--- src/rtl/pipe_hazard_ctrl_if.sv ---
// Pipeline-to-hazard-controller bundle: hazard inputs from ID/EX/MEM and per-stage hold/flush controls back.
// master = pipeline side (drives hazard inputs); slave = the controller.
interface pipe_hazard_ctrl_if;
  logic [4:0]  id_rs_addr;
  logic [4:0]  id_rt_addr;
  logic        id_uses_rs;
  logic        id_uses_rt;
  logic        ex_mem_read;
  logic [4:0]  ex_wr_addr;
  logic        ex_branch_taken;
  logic        md_start;
  logic        mem_req;
  logic        mem_ack;

  logic        pc_stall;
  logic        ifid_stall;
  logic        idex_stall;
  logic        exmem_stall;
  logic        ifid_flush;
  logic        idex_flush;
  logic        exmem_flush;
  logic        memwb_bubble;
  logic        md_done;
  logic [1:0]  ctrl_state;
  logic [31:0] stall_cycles;
  logic [31:0] flush_count;

  modport master (
    output id_rs_addr, id_rt_addr, id_uses_rs, id_uses_rt, ex_mem_read, ex_wr_addr,
           ex_branch_taken, md_start, mem_req, mem_ack,
    input  pc_stall, ifid_stall, idex_stall, exmem_stall, ifid_flush, idex_flush,
           exmem_flush, memwb_bubble, md_done, ctrl_state, stall_cycles, flush_count
  );

  modport slave (
    input  id_rs_addr, id_rt_addr, id_uses_rs, id_uses_rt, ex_mem_read, ex_wr_addr,
           ex_branch_taken, md_start, mem_req, mem_ack,
    output pc_stall, ifid_stall, idex_stall, exmem_stall, ifid_flush, idex_flush,
           exmem_flush, memwb_bubble, md_done, ctrl_state, stall_cycles, flush_count
  );
endinterface

--- src/rtl/pipe_hazard_ctrl.sv ---
// Stall/flush controller: Mealy controls act in the same cycle as the hazard; mult/div holds EX MD_LATENCY cycles.
// No backpressure of its own; memory wait freezes everything. Optional perf counters under PIPE_CTRL_PERF_EN.
module pipe_hazard_ctrl #(
  parameter int unsigned MD_LATENCY = 8
) (
  input logic              clk,
  input logic              rst,
  pipe_hazard_ctrl_if.slave bus
);

  typedef enum logic [1:0] {
    RUN      = 2'd0,
    MEM_WAIT = 2'd1,
    MD_BUSY  = 2'd2
  } state_e;

  state_e     state_q, state_d;
  logic [5:0] cnt_q, cnt_d;

  logic pc_stall, ifid_stall, idex_stall, exmem_stall;
  logic ifid_flush, idex_flush, exmem_flush, memwb_bubble, md_done;
  logic rs_hit, rt_hit, load_use, mem_block;

  assign rs_hit   = bus.id_uses_rs && (bus.id_rs_addr == bus.ex_wr_addr);
  assign rt_hit   = bus.id_uses_rt && (bus.id_rt_addr == bus.ex_wr_addr);
  assign load_use = bus.ex_mem_read && (bus.ex_wr_addr != 5'd0) && (rs_hit || rt_hit);
  // In MEM_WAIT the access is already outstanding, so only the ack matters.
  assign mem_block = (state_q == RUN) ? (bus.mem_req && !bus.mem_ack) : !bus.mem_ack;

  always_comb begin
    state_d      = state_q;
    cnt_d        = cnt_q;
    pc_stall     = 1'b0;
    ifid_stall   = 1'b0;
    idex_stall   = 1'b0;
    exmem_stall  = 1'b0;
    ifid_flush   = 1'b0;
    idex_flush   = 1'b0;
    exmem_flush  = 1'b0;
    memwb_bubble = 1'b0;
    md_done      = 1'b0;
    if (rst) begin
      case (state_q)
        RUN, MEM_WAIT: begin
          state_d = RUN;
          if (mem_block) begin
            pc_stall     = 1'b1;
            ifid_stall   = 1'b1;
            idex_stall   = 1'b1;
            exmem_stall  = 1'b1;
            memwb_bubble = 1'b1;
            state_d      = MEM_WAIT;
          end else if (bus.md_start) begin
            pc_stall    = 1'b1;
            ifid_stall  = 1'b1;
            idex_stall  = 1'b1;
            exmem_flush = 1'b1;
            state_d     = MD_BUSY;
            cnt_d       = 6'(MD_LATENCY - 1);
          end else if (bus.ex_branch_taken) begin
            ifid_flush = 1'b1;
            idex_flush = 1'b1;
          end else if (load_use) begin
            pc_stall   = 1'b1;
            ifid_stall = 1'b1;
            idex_flush = 1'b1;
          end
        end
        MD_BUSY: begin
          if (cnt_q != 6'd0) begin
            pc_stall    = 1'b1;
            ifid_stall  = 1'b1;
            idex_stall  = 1'b1;
            exmem_flush = 1'b1;
            cnt_d       = cnt_q - 6'd1;
          end else begin
            md_done = 1'b1;
            state_d = RUN;
          end
        end
        default: state_d = RUN;
      endcase
    end
  end

  always_ff @(posedge clk) begin
    if (!rst) begin
      state_q <= RUN;
      cnt_q   <= 6'd0;
    end else begin
      state_q <= state_d;
      cnt_q   <= cnt_d;
    end
  end

  assign bus.pc_stall     = pc_stall;
  assign bus.ifid_stall   = ifid_stall;
  assign bus.idex_stall   = idex_stall;
  assign bus.exmem_stall  = exmem_stall;
  assign bus.ifid_flush   = ifid_flush;
  assign bus.idex_flush   = idex_flush;
  assign bus.exmem_flush  = exmem_flush;
  assign bus.memwb_bubble = memwb_bubble;
  assign bus.md_done      = md_done;
  assign bus.ctrl_state   = rst ? state_q : RUN;

`ifdef PIPE_CTRL_PERF_EN
  logic [31:0] stall_cnt_q, flush_cnt_q;

  always_ff @(posedge clk) begin
    if (!rst) begin
      stall_cnt_q <= 32'd0;
      flush_cnt_q <= 32'd0;
    end else begin
      if (pc_stall) stall_cnt_q <= stall_cnt_q + 32'd1;
      if (idex_flush || exmem_flush) flush_cnt_q <= flush_cnt_q + 32'd1;
    end
  end

  assign bus.stall_cycles = rst ? stall_cnt_q : 32'd0;
  assign bus.flush_count  = rst ? flush_cnt_q : 32'd0;
`else
  assign bus.stall_cycles = 32'd0;
  assign bus.flush_count  = 32'd0;
`endif

endmodule

--- src/flat_wrapper.sv ---
// flat-port wrapper written by rule: the top's interface ports become plain ports
module pipe_hazard_ctrl_flat 
#(
  parameter int unsigned MD_LATENCY = 8
)
  (clk, rst, bus_id_rs_addr, bus_id_rt_addr, bus_id_uses_rs, bus_id_uses_rt, bus_ex_mem_read, bus_ex_wr_addr, bus_ex_branch_taken, bus_md_start, bus_mem_req, bus_mem_ack, bus_pc_stall, bus_ifid_stall, bus_idex_stall, bus_exmem_stall, bus_ifid_flush, bus_idex_flush, bus_exmem_flush, bus_memwb_bubble, bus_md_done, bus_ctrl_state, bus_stall_cycles, bus_flush_count);
  pipe_hazard_ctrl_if bus_i ();
  input logic clk;
  input logic rst;
  input wire logic [$bits(bus_i.id_rs_addr)-1:0] bus_id_rs_addr;
  input wire logic [$bits(bus_i.id_rt_addr)-1:0] bus_id_rt_addr;
  input wire logic [$bits(bus_i.id_uses_rs)-1:0] bus_id_uses_rs;
  input wire logic [$bits(bus_i.id_uses_rt)-1:0] bus_id_uses_rt;
  input wire logic [$bits(bus_i.ex_mem_read)-1:0] bus_ex_mem_read;
  input wire logic [$bits(bus_i.ex_wr_addr)-1:0] bus_ex_wr_addr;
  input wire logic [$bits(bus_i.ex_branch_taken)-1:0] bus_ex_branch_taken;
  input wire logic [$bits(bus_i.md_start)-1:0] bus_md_start;
  input wire logic [$bits(bus_i.mem_req)-1:0] bus_mem_req;
  input wire logic [$bits(bus_i.mem_ack)-1:0] bus_mem_ack;
  output wire logic [$bits(bus_i.pc_stall)-1:0] bus_pc_stall;
  output wire logic [$bits(bus_i.ifid_stall)-1:0] bus_ifid_stall;
  output wire logic [$bits(bus_i.idex_stall)-1:0] bus_idex_stall;
  output wire logic [$bits(bus_i.exmem_stall)-1:0] bus_exmem_stall;
  output wire logic [$bits(bus_i.ifid_flush)-1:0] bus_ifid_flush;
  output wire logic [$bits(bus_i.idex_flush)-1:0] bus_idex_flush;
  output wire logic [$bits(bus_i.exmem_flush)-1:0] bus_exmem_flush;
  output wire logic [$bits(bus_i.memwb_bubble)-1:0] bus_memwb_bubble;
  output wire logic [$bits(bus_i.md_done)-1:0] bus_md_done;
  output wire logic [$bits(bus_i.ctrl_state)-1:0] bus_ctrl_state;
  output wire logic [$bits(bus_i.stall_cycles)-1:0] bus_stall_cycles;
  output wire logic [$bits(bus_i.flush_count)-1:0] bus_flush_count;
  assign bus_i.id_rs_addr = bus_id_rs_addr;
  assign bus_i.id_rt_addr = bus_id_rt_addr;
  assign bus_i.id_uses_rs = bus_id_uses_rs;
  assign bus_i.id_uses_rt = bus_id_uses_rt;
  assign bus_i.ex_mem_read = bus_ex_mem_read;
  assign bus_i.ex_wr_addr = bus_ex_wr_addr;
  assign bus_i.ex_branch_taken = bus_ex_branch_taken;
  assign bus_i.md_start = bus_md_start;
  assign bus_i.mem_req = bus_mem_req;
  assign bus_i.mem_ack = bus_mem_ack;
  assign bus_pc_stall = bus_i.pc_stall;
  assign bus_ifid_stall = bus_i.ifid_stall;
  assign bus_idex_stall = bus_i.idex_stall;
  assign bus_exmem_stall = bus_i.exmem_stall;
  assign bus_ifid_flush = bus_i.ifid_flush;
  assign bus_idex_flush = bus_i.idex_flush;
  assign bus_exmem_flush = bus_i.exmem_flush;
  assign bus_memwb_bubble = bus_i.memwb_bubble;
  assign bus_md_done = bus_i.md_done;
  assign bus_ctrl_state = bus_i.ctrl_state;
  assign bus_stall_cycles = bus_i.stall_cycles;
  assign bus_flush_count = bus_i.flush_count;
  pipe_hazard_ctrl #(.MD_LATENCY(MD_LATENCY)) u_core (.clk(clk), .rst(rst), .bus(bus_i));
endmodule
--- config.mk ---
export PLATFORM = sky130hd
export DESIGN_NAME = pipe_hazard_ctrl_flat
export DESIGN_NICKNAME = d
export VERILOG_FILES = /design/src/rtl/pipe_hazard_ctrl_if.sv /design/src/rtl/pipe_hazard_ctrl.sv /design/src/flat_wrapper.sv
export SDC_FILE = /design/constraint.sdc
export NUM_CORES = 1
export LEC_CHECK = 0
export CORE_MARGIN = 5
export CORE_UTILIZATION = 30
export DETAILED_ROUTE_END_ITERATION = 6
export PLACE_DENSITY = 0.83
export SETUP_SLACK_MARGIN = 0.2
export SKIP_LAST_GASP = 1
export SYNTH_ARGS = -nofsm -noshare
export SYNTH_HDL_FRONTEND = slang
export SYNTH_SLANG_ARGS = --single-unit
--- constraint.sdc ---
create_clock -name clk -period 2.8 [get_ports clk]
set_input_delay 0.56 -clock clk [delete_from_list [all_inputs] [get_ports clk]]
set_output_delay 0.56 -clock clk [all_outputs]
set_load 0.01 [all_outputs]
# After elaboration in Yosys (flattened, before gate mapping)
# Cells that the tools add are included.
op_classes:
  multipliers: 0
  addsub: 1
  bitwise_logic: 0
  reduce_logical: 13
  n_shift: 0
  n_eq_ne: 8
  div: 0
  mux: 40
  magnitude_cmp: 0
op_table:
  columns: ["cell", "count"]
  rows:
  - ["1-bit 2-to-1 mux", 28]
  - ["6-bit 2-to-1 mux", 3]
  - ["6-bit case mux with 2 select lines", 1]
  - ["5-bit equality test", 2]
  - ["2-bit 2-to-1 mux", 4]
  - ["2-bit inequality test, second input constant", 3]
  - ["1-bit case mux with 2 select lines", 3]
  - ["6-bit nonzero test", 1]
  - ["6-bit by 1-bit subtractor with 6-bit output, second input constant", 1]
  - ["1-bit logical AND", 5]
  - ["5-bit nonzero test", 1]
  - ["2-bit case mux with 2 select lines", 1]
  - ["4-bit AND reduction", 1]
  - ["2-bit by 1-bit equality test with 1-bit output, second input constant", 1]
  - ["2-bit equality test, second input constant", 1]
  - ["2-bit logical NOT", 1]
  - ["2-bit by 1-bit inequality test with 1-bit output, second input constant", 1]
  - ["2-bit nonzero test", 1]
  - ["2-bit OR reduction", 1]
  - ["1-bit logical NOT", 1]
  - ["1-bit logical OR", 1]
word_totals:
  out_inout_bits: 75
  ramBits: 0
  latchBits: 0
  rom_bits: 0
  mem_count: 0
  ff_bits: 8
  in_bits: 24

# Logic depth before layout (Yosys ltp)
logic_depth:
  word_depth: 10
  depth_mapped: 8

# Worst setup path after synthesis
# No wires, ideal clock.
synth_path:
  path_type: "register to output"
  start: "register u_core.cnt_q[2]"
  end: "output bus_pc_stall"
  path_buffers: 1
  path_stages_with_launch: 7
  arrival_time_ps: 1659
  required_time_ps: 2240
  slack_ps: 581
  cell_sequence: "dfxtp_1 -> or3_4 -> o311a_4 -> o21ai_1 -> o21ai_1 -> a21o_1 -> buf_4"
synth_between:
  elab_chain_len: 4
synth_lines:
  columns: ["element", "line_no", "source"]
  rows:
  - ["start: declaration", "pipe_hazard_ctrl.sv:18", "logic [5:0] cnt_q, cnt_d;"]
  - ["start signal: assignment", "pipe_hazard_ctrl.sv:92", "cnt_q <= cnt_d;"]
  - ["6-bit nonzero test", "pipe_hazard_ctrl.sv:70", "if (cnt_q != 6'd0) begin"]
  - ["1-bit 2-to-1 mux", null, null]
  - ["1-bit case mux with 2 select lines", null, null]
  - ["1-bit 2-to-1 mux", null, null]
  - ["end: declaration", "flat_wrapper.sv:20", "output wire logic [$bits(bus_i.pc_stall)-1:0] bus_pc_stall;"]
# Every way passes these cells.

# Worst setup path after layout
layout_path:
  start: "input bus_id_rs_addr[0]"
  end: "output bus_pc_stall"
layout_between:
  elab_chain_len: 10
layout_lines:
  columns: ["element", "line_no", "source"]
  rows:
  - ["start: declaration", "flat_wrapper.sv:10", "input wire logic [$bits(bus_i.id_rs_addr)-1:0] bus_id_rs_addr;"]
  - ["5-bit equality test", "pipe_hazard_ctrl.sv:24", "assign rs_hit = bus.id_uses_rs && (bus.id_rs_addr == bus.ex_wr_addr);"]
  - ["1-bit logical AND", "pipe_hazard_ctrl.sv:24", null]
  - ["1-bit logical OR", "pipe_hazard_ctrl.sv:26", "assign load_use = bus.ex_mem_read && (bus.ex_wr_addr != 5'd0) && (rs_hit || rt_hit);"]
  - ["1-bit logical AND", "pipe_hazard_ctrl.sv:26", null]
  - ["1-bit 2-to-1 mux", "pipe_hazard_ctrl.sv:63", "end else if (load_use) begin"]
  - ["1-bit 2-to-1 mux", "pipe_hazard_ctrl.sv:60", "end else if (bus.ex_branch_taken) begin"]
  - ["1-bit 2-to-1 mux", "pipe_hazard_ctrl.sv:53", "end else if (bus.md_start) begin"]
  - ["1-bit 2-to-1 mux", "pipe_hazard_ctrl.sv:46", "if (mem_block) begin"]
  - ["1-bit case mux with 2 select lines", "pipe_hazard_ctrl.sv:43", "case (state_q)"]
  - ["1-bit 2-to-1 mux", "pipe_hazard_ctrl.sv:42", "if (rst) begin"]
# Every way passes these cells.

==> qor.csv <==
stage,metric,value,unit
status,outcome,"finished, final reports clean",
global_route,wire length of the first global-routing pass,3190,µm
timing,final worst slack,324,ps
floorplan,Starting Density,30.5,%
detailed_routing,vias per cell,3.58,
synth,Yosys reg bits,8,
synth,multiplexer share of the synthesized area,0,%
floorplan,Ports,99,
clock_tree,clock buffer depth,2,
final_layout,layout cells sized above 1,15.1,%
timing,period utilization,88.4,%
setup_path,crit start category,input pin,
setup_path,worst-path fanout max,2,
floorplan,die area,0.00498,mm²
setup_path,Critical-path top delay cell,nor4_1,
global_route,initial antenna violation count,0,
clock_tree,cts bufs inserted,3,
timing,# setup viols final,0,
setup_path,CP cell instances,clkdlybuf4s15_1 -> xor2_1 -> nor4_1 -> nand3_1 -> a21oi_2 -> buf_4 -> a21o_1 -> buf_2,
timing,final worst clock skew,2.34,ps
worst_hold_path,Hold Path End,u_core.cnt_q[4],
timing,Achievable Freq,404,MHz
detailed_routing,Final ANT Viol Nets,0,
setup_path,Critical Path Start,bus_id_rs_addr[0],
detailed_routing,detailed-route via count,835,
timing,Fin. Hold Viols,0,
setup_path,WP buf/inv,3,
worst_hold_path,worst min path class,reg -> reg,
synth,largest family of logic cells by synthesized area,buffers and inverters,
setup_path,"Arr. time, crit path",1920,ps
clock_tree,CTS clock-pin slew for the worst setup and hold paths,40,ps
floorplan,Core Area,0.00361,mm²
placed_design,GPL Wtd Cong,0.830,
pwr,peak supply drop,104,µV
setup_path,Crit. End Element,output pin,
setup_path,"Largest stage delay, worst path",320,ps
setup_path,"delay-heaviest family, CP",simple AND/OR/NAND/NOR gates,
setup_path,r2r worst-path depth,7,
synth,syn avg cell area,7.86,µm²
clock_tree,clk_lat worst skew,230,ps
setup_path,reg2reg end,u_core.cnt_q[3],
clock_tree,clock sinks,8,
pwr,power per standard cell area,344,mW/mm²
setup_path,R2R Path Start,u_core.cnt_q[0],
synth,sequential-to-total area share from yosys stat,14.6,%
final_layout,number of fill cells in the layout,396,
synth,Yosys cell types,28,
placed_design,IO buf count,34,
detailed_routing,first-iteration detailed-routing DRC count,17,
placed_design,HPWL after detailed placement,2070,µm
clock_tree,# hold bufs at CTS,0,
final_layout,"Design Area, Final",0.00136,mm²
pwr,P_leak,0.738,nW
timing,hold slack final,519,ps
synth,XOR/XNOR Fraction of Synth Area,11.1,%
global_route,GRT Total Usage,8.06,%
timing,Sum Neg Setup Slack,0,ps
timing,RSZ-0062 raised after global routing,no,
setup_path,Worst Path Required,2240,ps
synth,simple-gate share of the synthesized area,16.4,%
global_route,largest net degree at the start of global routing,7,
global_route,number of global-route vias before repair,739,
final_layout,fin nets,213,
final_layout,Layout Cells excl Fill,233,
clock_tree,Clock Tree Root,clkbuf_8,
synth,"area leader, netlist",buf_4,
timing,Tmin final,2480,ps
synth,Mapped Area,0.00110,mm²
setup_path,Crit Path Category,in -> out,
placed_design,dpl cells,227,
synth,Synth Warn #,0,
synth,top post-synthesis cells by area,"buf_4, dfxtp_1, xor2_1",
floorplan,FP Rows,22,
placed_design,Placed Area,0.00130,mm²
worst_hold_path,hold_sp,u_core.cnt_q[4],
floorplan,Die H,70.5,µm
timing,fin. max-slew vios,0,
synth,Mapped Cells,140,
clock_tree,CTS tree,done,
pwr,Design Power,0.468,mW
final_layout,area delta synth->final,23.8,%
detailed_routing,DRC viols,0,
global_route,GR Overflow Total,0,
final_layout,# diodes,0,
final_layout,Layout Utilization,37.8,%
floorplan,chip width,70.5,µm
synth,post-synthesis compound-gate area fraction,8.87,%
synth,top cell type's share of synthesized area,45.1,%
clock_tree,number of H-tree levels,1,
detailed_routing,WL per Instance,10.2,µm
worst_hold_path,Hold Path Stages,2,
synth,adder-cell share of the synthesized area,2.28,%
placed_design,setup slack at placement,-373,ps
job,maxcap violations,0,
detailed_routing,drt pass-1 iters,2,
detailed_routing,Routed WL,2390,µm
setup_path,Reg2Reg Setup Slack,1260,ps
-- layout by cell type (no fill, tap or decap), types with 2 or more instances in the layout --
| master | instances |
|---|---|
| nor2_1 | 7 |
| nor4_1 | 5 |
| inv_1 | 3 |
| ha_1 | 2 |
| dlymetal6s2s_1 | 4 |
| clkbuf_2 | 3 |
| nand2_1 | 7 |
| and2_1 | 5 |
| clkdlybuf4s50_1 | 11 |
| dfxtp_1 | 8 |
| xor2_1 | 10 |
| o21ai_1 | 2 |
| dlygate4sd2_1 | 8 |
| buf_4 | 11 |
| buf_2 | 3 |
| clkdlybuf4s15_1 | 5 |
| xnor2_1 | 4 |
| clkbuf_8 | 3 |
| nand3_1 | 4 |
| conb_1 | 64 |
-- flip-flops by register name, indices dropped and copies added (netlist names) --
register	flops
u_core.state_q	2
u_core.cnt_q	6
-- cell usage after synthesis --
master,n
nor2_1,7
o311ai_2,1
a21boi_1,1
nor3b_1,1
or4_1,1
o311a_4,1
xor2_1,10
o21bai_1,1
nand3_1,4
inv_1,3
and2_1,5
buf_4,66
a21o_1,1
nand2_1,7
o211a_1,1
nand2b_1,1
ha_1,2
o21ai_1,3
a21oi_1,1
xnor2_1,4
conb_1,1
o21a_1,1
dfxtp_1,8
and3_1,1
inv_2,1
nor2b_1,1
nor4_1,5
or3_4,1
-- final cells by class --
type / instances / area (µm²) / share of cell area, %
well taps: 48 / 60.1 / 4.41
clock buffers: 3 / 41.3 / 3.03
flip-flops and latches: 8 / 160 / 11.8
inverters: 4 / 15.0 / 1.10
multi-input cells: 125 / 692 / 50.8
repair buffers: 45 / 393 / 28.9
-- power breakdown --
group          switching, mW  leakage (nW)  internal [mW]
Clock                 0.0478        0.0216         0.0933
Sequential            0.0118        0.0657          0.125
Combinational          0.107         0.651         0.0830
Total                  0.167         0.738          0.301
-- worst reg2reg max path: stages, from the launching register on --
cell      delay (ps)
dfxtp_1          400
inv_1             90
ha_1             210
inv_2             90
o311ai_4         120
nor4_1           300
xnor2_1          170
nor2_1            50
-- how the worst max path moves through the flow --
| stage | to | slack [ps] | depth (start not counted) |
|---|---|---|---|
| 2_1_floorplan | bus_pc_stall | 580 | 6 |
| 3_3_place_gp | bus_pc_stall | -310 | 7 |
| 5_1_grt | bus_ifid_stall | 220 | 8 |
| 6_report | bus_pc_stall | 320 | 8 |
| 3_5_place_dp | bus_ifid_stall | -370 | 7 |
| 4_1_cts | bus_ifid_stall | 200 | 7 |
-- timing repair --
| item | in CTS | in global routing |
|---|---|---|
| endpoints found under the setup margin | 9 | 5 |
| gates cloned | 0 | 0 |
| pin swaps | 9 | 9 |
| endpoints found under the hold margin | 0 | 0 |
| resized for setup | 34 | 14 |
| buffers inserted | 3 | 0 |
-- layer usage --
metal | GRT usage, % | wire [µm] | part of all wire, % | vias to the layer above
met2 | 13.9 | 1270 | 53 | 49
met5 | 0 | 0 | 0 | -
li1 | - | - | - | 414
met4 | 5.64 | 70 | 2.9 | 0
met1 | 8.73 | 793 | 33 | 364
met3 | 1.70 | 255 | 11 | 8
-- kinds of logic after synthesis --
logic type	Yosys count
and+or+nand+nor	34
other	1
DFF	8
buffers and inverters	70
AOI/OAI and AO/OA	11
xor gates and xnor gates	14
adders and majority gates	2
Note: power is estimated with default switching activity, not from simulation.
